File: config.mk
export PLATFORM = sky130hd
export DESIGN_NAME = wb_port_scheduler
export DESIGN_NICKNAME = d
export VERILOG_FILES = /design/src/rtl/wb_port_scheduler.sv
export SDC_FILE = /design/constraint.sdc
export NUM_CORES = 1
export LEC_CHECK = 0
export CAP_MARGIN = 15
export CORE_UTILIZATION = 45
export CTS_BUF_LIST = sky130_fd_sc_hd__clkbuf_8
export DETAILED_ROUTE_END_ITERATION = 6
export GPL_ROUTABILITY_DRIVEN = 0
export GPL_TIMING_DRIVEN = 1
export HOLD_SLACK_MARGIN = 0.08
export PLACE_DENSITY = 0.79
export SYNTH_ARGS = -nofsm -noshare
export SYNTH_HDL_FRONTEND = slang
export SYNTH_SLANG_ARGS = --single-unit
File: constraint.sdc
create_clock -name clk -period 2.19 [get_ports clk]
set_input_delay 0.219 -clock clk [delete_from_list [all_inputs] [get_ports clk]]
set_output_delay 0.219 -clock clk [all_outputs]
set_load 0.1 [all_outputs]
File: src/rtl/wb_port_scheduler.sv
// Write-back port arbiter: merges execute results and in-order load returns onto the single
// register-file write port, tracking outstanding load destinations for the issue stall logic.
module wb_port_scheduler #(
    parameter int XLEN         = 32,
    parameter int REG_ADDR_W   = 5,
    parameter int LOAD_Q_DEPTH = 2
) (
    input  logic                     clk,
    input  logic                     reset,
    input  logic                     ex_valid,
    output logic                     ex_ready,
    input  logic                     ex_we,
    input  logic [1:0]               ex_sel,
    input  logic [REG_ADDR_W-1:0]    ex_rd,
    input  logic [XLEN-1:0]          ex_alu_result,
    input  logic [XLEN-1:0]          ex_pc_plus4,
    input  logic                     ld_issue_valid,
    input  logic [REG_ADDR_W-1:0]    ld_issue_rd,
    output logic                     ld_issue_ready,
    input  logic                     mem_rsp_valid,
    input  logic [XLEN-1:0]          mem_rsp_data,
    output logic                     rf_we,
    output logic [REG_ADDR_W-1:0]    rf_addr,
    output logic [XLEN-1:0]          rf_wdata,
    output logic [2**REG_ADDR_W-1:0] busy_mask,
    output logic                     rsp_err
);
    localparam int NREG = 2**REG_ADDR_W;
    localparam int PW   = (LOAD_Q_DEPTH > 1) ? $clog2(LOAD_Q_DEPTH) : 1;
    localparam int CW   = $clog2(LOAD_Q_DEPTH) + 1;

    logic [REG_ADDR_W-1:0] r_q [LOAD_Q_DEPTH];
    logic [PW-1:0]         r_head;
    logic [PW-1:0]         r_tail;
    logic [CW-1:0]         r_count;

    logic                  r_rf_we;
    logic [REG_ADDR_W-1:0] r_rf_addr;
    logic [XLEN-1:0]       r_rf_wdata;
    logic                  r_rsp_err;

    logic                  w_nonempty;
    logic                  w_pop;
    logic                  w_push;
    logic                  w_ex_wr;
    logic [REG_ADDR_W-1:0] w_head_rd;

    // Explicit wrap keeps non-power-of-two-free depths (including 1) safe.
    function automatic logic [PW-1:0] f_inc(input logic [PW-1:0] p);
        return (p == PW'(LOAD_Q_DEPTH - 1)) ? '0 : p + 1'b1;
    endfunction

    assign w_nonempty     = (r_count != '0);
    assign w_pop          = mem_rsp_valid && w_nonempty;
    // A response in the same cycle frees a slot, so a full queue may still take a push.
    assign ld_issue_ready = (r_count < CW'(LOAD_Q_DEPTH)) || mem_rsp_valid;
    assign w_push         = ld_issue_valid && ld_issue_ready;
    assign w_head_rd      = r_q[r_head];

    // Load returns own the port; also stall any write to a register with a load in flight.
    assign ex_ready = ex_valid && !(ex_we && w_pop) && !(ex_we && busy_mask[ex_rd]);
    assign w_ex_wr  = ex_valid && ex_ready && ex_we;

    always_ff @(posedge clk) begin
        if (w_push) begin
            r_q[r_tail] <= ld_issue_rd;
        end
    end

    always_ff @(posedge clk) begin
        if (reset) begin
            r_head  <= '0;
            r_tail  <= '0;
            r_count <= '0;
        end else begin
            if (w_push) begin
                r_tail <= f_inc(r_tail);
            end
            if (w_pop) begin
                r_head <= f_inc(r_head);
            end
            case ({w_push, w_pop})
                2'b10:   r_count <= r_count + 1'b1;
                2'b01:   r_count <= r_count - 1'b1;
                default: r_count <= r_count;
            endcase
        end
    end

    // Per-register occupancy counters; x0 is never reported busy.
    genvar gi;
    generate
        for (gi = 0; gi < NREG; gi++) begin : g_busy
            if (gi == 0) begin : g_zero
                assign busy_mask[gi] = 1'b0;
            end else begin : g_cnt
                logic [CW-1:0] r_cnt;
                logic          w_inc;
                logic          w_dec;

                assign w_inc = w_push && (ld_issue_rd == REG_ADDR_W'(gi));
                assign w_dec = w_pop && (w_head_rd == REG_ADDR_W'(gi));

                always_ff @(posedge clk) begin
                    if (reset) begin
                        r_cnt <= '0;
                    end else if (w_inc && !w_dec) begin
                        r_cnt <= r_cnt + 1'b1;
                    end else if (!w_inc && w_dec) begin
                        r_cnt <= r_cnt - 1'b1;
                    end
                end

                assign busy_mask[gi] = (r_cnt != '0);
            end
        end
    endgenerate

    always_ff @(posedge clk) begin
        if (reset) begin
            r_rf_we    <= 1'b0;
            r_rf_addr  <= '0;
            r_rf_wdata <= '0;
            r_rsp_err  <= 1'b0;
        end else begin
            r_rf_we <= 1'b0;
            if (w_pop) begin
                r_rf_we    <= (w_head_rd != '0);
                r_rf_addr  <= w_head_rd;
                r_rf_wdata <= mem_rsp_data;
            end else if (w_ex_wr) begin
                r_rf_we    <= (ex_rd != '0);
                r_rf_addr  <= ex_rd;
                r_rf_wdata <= (ex_sel == 2'd2) ? ex_pc_plus4 : ex_alu_result;
            end
            if (mem_rsp_valid && !w_nonempty) begin
                r_rsp_err <= 1'b1;
            end
        end
    end

    assign rf_we    = r_rf_we;
    assign rf_addr  = r_rf_addr;
    assign rf_wdata = r_rf_wdata;
    assign rsp_err  = r_rsp_err;
endmodule
# == Yosys cells after proc, flatten, opt, wreduce, memory -nomap -nowiden ==
# Memories as Yosys holds them, arrays and structs flattened. A register that Yosys moved wholly into a read port is not among the register bits.
# Index checks and enable logic that the tools add are counted.
# classes
n_addsub,66
magnitude_cmp,2
n_eq_ne,65
muxes,78
reduce_logical,266
# ops
cell,count
$eq 5x5->1 const B,32
$logic_and 1x1->1,133
$reduce_bool 2->1,65
$mux 2,62
$mux 32,3
$eq 5x4->1 const B,16
$logic_not 1->1,65
$add 2x1->2 const B,32
$sub 2x1->2 const B,32
$eq 5x3->1 const B,8
$eq 5x2->1 const B,4
$eq 5x1->1 const B,2
$mux 5,2
$reduce_bool 5->1,2
$mux 1,9
$lt 5x6->1 const B,1
$bmux 1 s5,1
$eq 2x2->1 const B,2
$pmux 2 s2,1
$add 1x1->1 const B,2
$eq 2x1->1 const B,1
$lt 2x2->1 const B,1
$logic_or 1x1->1,1
# totals
regBits,105
ramBits,10
in_bits,114
output_inout_bits,73
word_cells,516
mem_count,1
# memory_table
memory,depth,word_bits,read_ports,rd_clocked_by_memory_dff,write_ports,line,text
r_q,2,5,1,1,1,32,logic [REG_ADDR_W-1:0] r_q [LOAD_Q_DEPTH];

# == Logic depth before layout (Yosys ltp) ==
# logic_depth
depth_word,10
ltp_mapped,11
depth_no_buf,10

# == Worst setup path after synthesis ==
# No wires, ideal clock.
# synth_timing
path_type,reg-to-output
from,register g_busy[23].g_cnt.r_cnt[0]
to,output ex_ready
arrival_ps,3090
t_required_ps,1971
setup_slack_ps,-1119
stages_incl_launch_ff,7
n_path_buf,0
cell_sequence,dfxtp_1 -> or2_0 -> mux4_2 -> nor3b_2 -> nor4b_4 -> o31ai_1 -> and2_1
# synth_between
elab_chain_len,6
# synth_rtl
item,line,text
"start, declared",97,logic [CW-1:0] r_cnt;
"start signal, assigned",108,r_cnt <= r_cnt + 1'b1;
"start signal, assigned",110,r_cnt <= r_cnt - 1'b1;
$reduce_bool 2->1,114,assign busy_mask[gi] = (r_cnt != '0);
net busy_mask[23],25,"output logic [2**REG_ADDR_W-1:0] busy_mask,"
$bmux 1 s5,61,assign ex_ready = ex_valid && !(ex_we && w_pop) && !(ex_we && busy_mask[ex_rd]);
$mux 1 (implied by the code),61,
$logic_and 1x1->1,61,
$logic_not 1->1,61,
$logic_and 1x1->1,61,
"end, declared",11,"output logic ex_ready,"
# The timed path passes the listed nets, and every way through them passes these cells. The select of a mux whose other input is x is not followed.

# == Worst setup path in the final report ==
# layout_timing
from,register g_busy[6].g_cnt.r_cnt[0]
to,output ex_ready
# layout_between
elab_chain_len,6
# layout_rtl
item,line
"start, declared",97
"start signal, assigned",108
"start signal, assigned",110
$reduce_bool 2->1,114
$bmux 1 s5,61
$mux 1 (implied by the code),61
$logic_and 1x1->1,61
$logic_not 1->1,61
$logic_and 1x1->1,61
# Every way passes these cells. The select of a mux whose other input is x is not followed.

==> flow_summary.rst <==
.. list-table::
   :header-rows: 1

   * - Metric
     - Value
   * - Synthesized netlist net count
     - about 900
   * - Via-per-instance ratio
     - around 5.3
   * - Result of the run
     - finished with violations
   * - Post-Route Skew
     - 0.00888 ns
   * - Mux share of post-synthesis cell area
     - about 7.5%
   * - Num CTS Buffers
     - 17
   * - Via count of the first global-routing pass
     - roughly 6,600
   * - Xor-xnor portion of the synthesized cell area
     - under 10%
   * - Violated checks
     - negative setup slack
   * - Yosys warns
     - 0
   * - Worst hold path type
     - in2reg
   * - Power, Total
     - approximately 9.0 mW
   * - Max transition margin
     - a little under half
   * - Leading cell type in the layout, fill and taps excluded
     - buf_4
   * - Crit Path Category
     - reg2out
   * - First-iteration detailed-routing DRC count
     - between 400 and 500
   * - Cell row count
     - 43
   * - Leakage power
     - approximately 4.5 nW
   * - Floorplan die area
     - 15,100 µm²
   * - Share of async-settable or async-resettable flops after synthesis
     - 0%
   * - Final core area utilization
     - between 70% and 80%
   * - #FFs+latches synth
     - ~120
   * - Largest family of logic cells by synthesized area
     - simple AND/OR/NAND/NOR gates
   * - Post-route setup TNS
     - -13.23 ns
   * - Fraction of the mapped netlist area in adder cells
     - under 10%
   * - Worst vdd rail ir drop
     - 0.637 mV
   * - Total wirelength of the detailed-routed design
     - ~21 mm
   * - Post-Synthesis Cell Area
     - 6590 µm²
   * - Count of fill cells added during filler insertion
     - 1,001
   * - Gate count after technology mapping
     - ~750
   * - Library cells used by synthesis
     - 50
   * - Final-stage net count
     - 1,220
   * - Worst-case clock buffer depth
     - 2
   * - I/O Buffers
     - approximately 190
   * - Max capacitance violation total
     - 0
   * - Worst Path Required
     - 1.97 ns
   * - Crit Reg-Reg Startpoint
     - g_busy[6].g_cnt.r_cnt[0]
   * - Cell area after layout
     - 10,300 µm²
   * - Chip width
     - 123 µm
   * - Slew Limit Fails
     - 0
   * - Endpoints failing hold
     - 0
   * - Fraction of the mapped netlist area in simple logic gates
     - between 10% and 20%
   * - Root Buffer
     - clkbuf_8
   * - Worst-path fanout max
     - 2
   * - Routed WL per cell
     - 16.9 µm
   * - EDFF count, synth
     - 10
   * - Startpoint of the lowest-slack hold path
     - reset
   * - Final min period
     - ~2.8 ns
   * - # diodes
     - 0
   * - Boundary Pins
     - 187
   * - Std-Cell Core Area
     - 14,100 µm²
   * - Internal reg-to-reg setup slack
     - -0.42 ns
   * - Avg Inst Size Synth
     - 8.75 µm²
   * - Vias
     - about 6,800
   * - CTS clk-pin slew, worst paths
     - 0.07 ns
   * - Area after DPL
     - just under 10,000 µm²
   * - Maximum frequency from static timing analysis
     - approximately 360 MHz
   * - CTS tree
     - yes
   * - Startpoint kind of the worst setup timing path
     - register
   * - Compound-cell area share of the yosys netlist
     - 16.5%
   * - Clock latency at the later pin of the worst-skew pair
     - roughly 0.45 ns
   * - Worst hold path stage count
     - 3
   * - Share of the cycle needed by the critical path after routing
     - 127%
   * - Sequential-to-total area share from yosys stat
     - a little under two fifths
   * - Count of hold-fix buffers inserted at cts
     - 0
   * - Cell area power density
     - roughly 900 nW/µm²
   * - DR DRC count
     - 0
   * - Die Ht
     - between 100 and 150 µm
   * - H-tree depth
     - 4
   * - First-pass GRT wire length
     - roughly 31 mm
   * - Antenna violations before repair
     - 0
   * - Endpoint of the most critical register-to-register path
     - rf_wdata[9]
   * - Grt total ovfl
     - 0
   * - Detailed-routing iteration count for the pre-antenna-repair pass
     - 5
   * - Worst-margin pin slew
     - 0.799 ns
   * - DRT antenna net count
     - 0
   * - HPWL reported at the end of detailed placement
     - ~16 mm
   * - Hold Crit Endpoint
     - r_count[0]
   * - Setup slack after layout
     - -0.599 ns
   * - Total placed cells including tap cells
     - 1,227
   * - Final count of negative-setup-slack endpoints
     - 38
   * - Area Overhead vs Synth
     - 56.4%
   * - Data arrival time of the critical path
     - 2.57 ns
   * - Worst Setup End Kind
     - primary output
   * - Sink count of the clock tree
     - roughly 120
   * - Fin cells
     - around 1,300
   * - Share of layout cells above drive strength 1
     - roughly 33%
   * - Top library cells by usage in the layout, fill and taps aside
     - buf_4 (214), clkdlybuf4s50_1 (112), nor2_1 (107)
   * - Maximum number of pins on one net before global-route repair
     - between 60 and 70
   * - Initial standard-cell utilization of the core
     - 46.8%
   * - All-Layer GR Usage
     - around 27%
   * - Cells on worst reg2reg path
     - 9
   * - Unrepaired setup endpoints after global routing
     - true
   * - Most used flip-flop cell after synthesis
     - dfxtp_1
[state kept, by name, indices dropped and copies added, names as in the netlist, named ones only]
register	count
g_busy.g_cnt.r_cnt	62
r_count	2
r_head	1
r_q	10
r_tail	1
rf_addr	5
rf_wdata	32
rf_we	1
rsp_err	1
[worst max-delay path by stage]
stage                                   from           end  slack [ns]  depth (start not counted)
floorplan           g_busy[7].g_cnt.r_cnt[0]  rf_wdata[10]       -0.32                          7
global placement                    ex_rd[0]      ex_ready       -0.51                          8
detailed placement                  ex_rd[0]   rf_wdata[4]       -0.52                          9
CTS                 g_busy[6].g_cnt.r_cnt[0]      ex_ready       -0.64                          7
global route        g_busy[6].g_cnt.r_cnt[0]      ex_ready       -0.69                          7
finish              g_busy[6].g_cnt.r_cnt[0]      ex_ready       -0.60                          7
[cell families after synthesis]
kind of cell | count (synthesis)
mux | 42
buf+inv | 82
simple gates | 255
xor+xnor | 66
compound gates | 159
fa+ha+maj | 32
other cells | 1
flops | 116
[power breakdown]
part,switching [mW],total (mW),internal (mW)
combinational,2.95,4.49,1.53
clock,0.874,1.95,1.08
sequential,0.178,2.60,2.42
total,4.00,9.03,5.03
[timing repair]
item / 4_1_cts / 5_1_grt
pin swaps: 4 / 4
hold endpoints to repair: 0 / 0
buffers inserted: 4 / 1
setup endpoints to repair: 59 / 75
gates resized for setup: 15 / 28
gates cloned: 3 / 0
[per-layer routing]
layer | up-vias | wire length [µm] | track usage [%]
met5 | - | 0 | 0
met2 | 249 | 10700 | 46.8
met1 | 3185 | 8240 | 30.5
met4 | 0 | 867 | 16.0
li1 | 3277 | - | -
met3 | 62 | 1640 | 7.43
[per-stage QoR]
| stage | setup WS [ns] | hold WS (ns) |
|---|---|---|
| 2_1_floorplan | -0.319 | 0.318 |
| 3_3_place_gp | -0.512 | 0.437 |
| 3_5_place_dp | -0.515 | 0.451 |
| 4_1_cts | -0.645 | 0.319 |
| 5_1_grt | -0.692 | 0.342 |
| 6_report | -0.599 | 0.333 |
[synthesized netlist by cell type, types with 10 or more instances]
library cell / n / share of area [%]
inv_1: 43 / 2.4
clkbuf_1: 17 / 0.97
dfxtp_1: 106 / 32
or2_2: 26 / 2.5
nor2_1: 109 / 6.2
o32ai_2: 10 / 2.5
o21ai_0: 36 / 2.7
ha_1: 32 / 6.1
buf_1: 12 / 0.68
edfxtp_1: 10 / 4.6
o32ai_1: 30 / 4.0
xor2_1: 64 / 8.5
or3_1: 32 / 3.0
mux2i_1: 35 / 5.3
nand2_1: 40 / 2.3
a21oi_1: 71 / 5.4
[worst max-delay path, stage by stage, from the launching register on]
cell	delay, ns
dfxtp_1	0.31
or2_4	0.27
mux4_2	0.45
or3b_4	0.38
and4b_4	0.21
o31ai_4	0.15
and2_4	0.17
buf_12	0.16
[final cells by class]
| cell class | count | area, µm² | share of cell area (%) |
|---|---|---|---|
| multi-input combinational | 555 | 4110 | 39.8 |
| tap | 180 | 225 | 2.19 |
| sequential | 116 | 2430 | 23.6 |
| clock inverter | 12 | 111 | 1.08 |
| inverter | 44 | 165 | 1.60 |
| clock buffer | 20 | 275 | 2.67 |
| timing repair buffer | 340 | 3000 | 29.1 |
No activity file was read; power rests on OpenSTA's default activity.
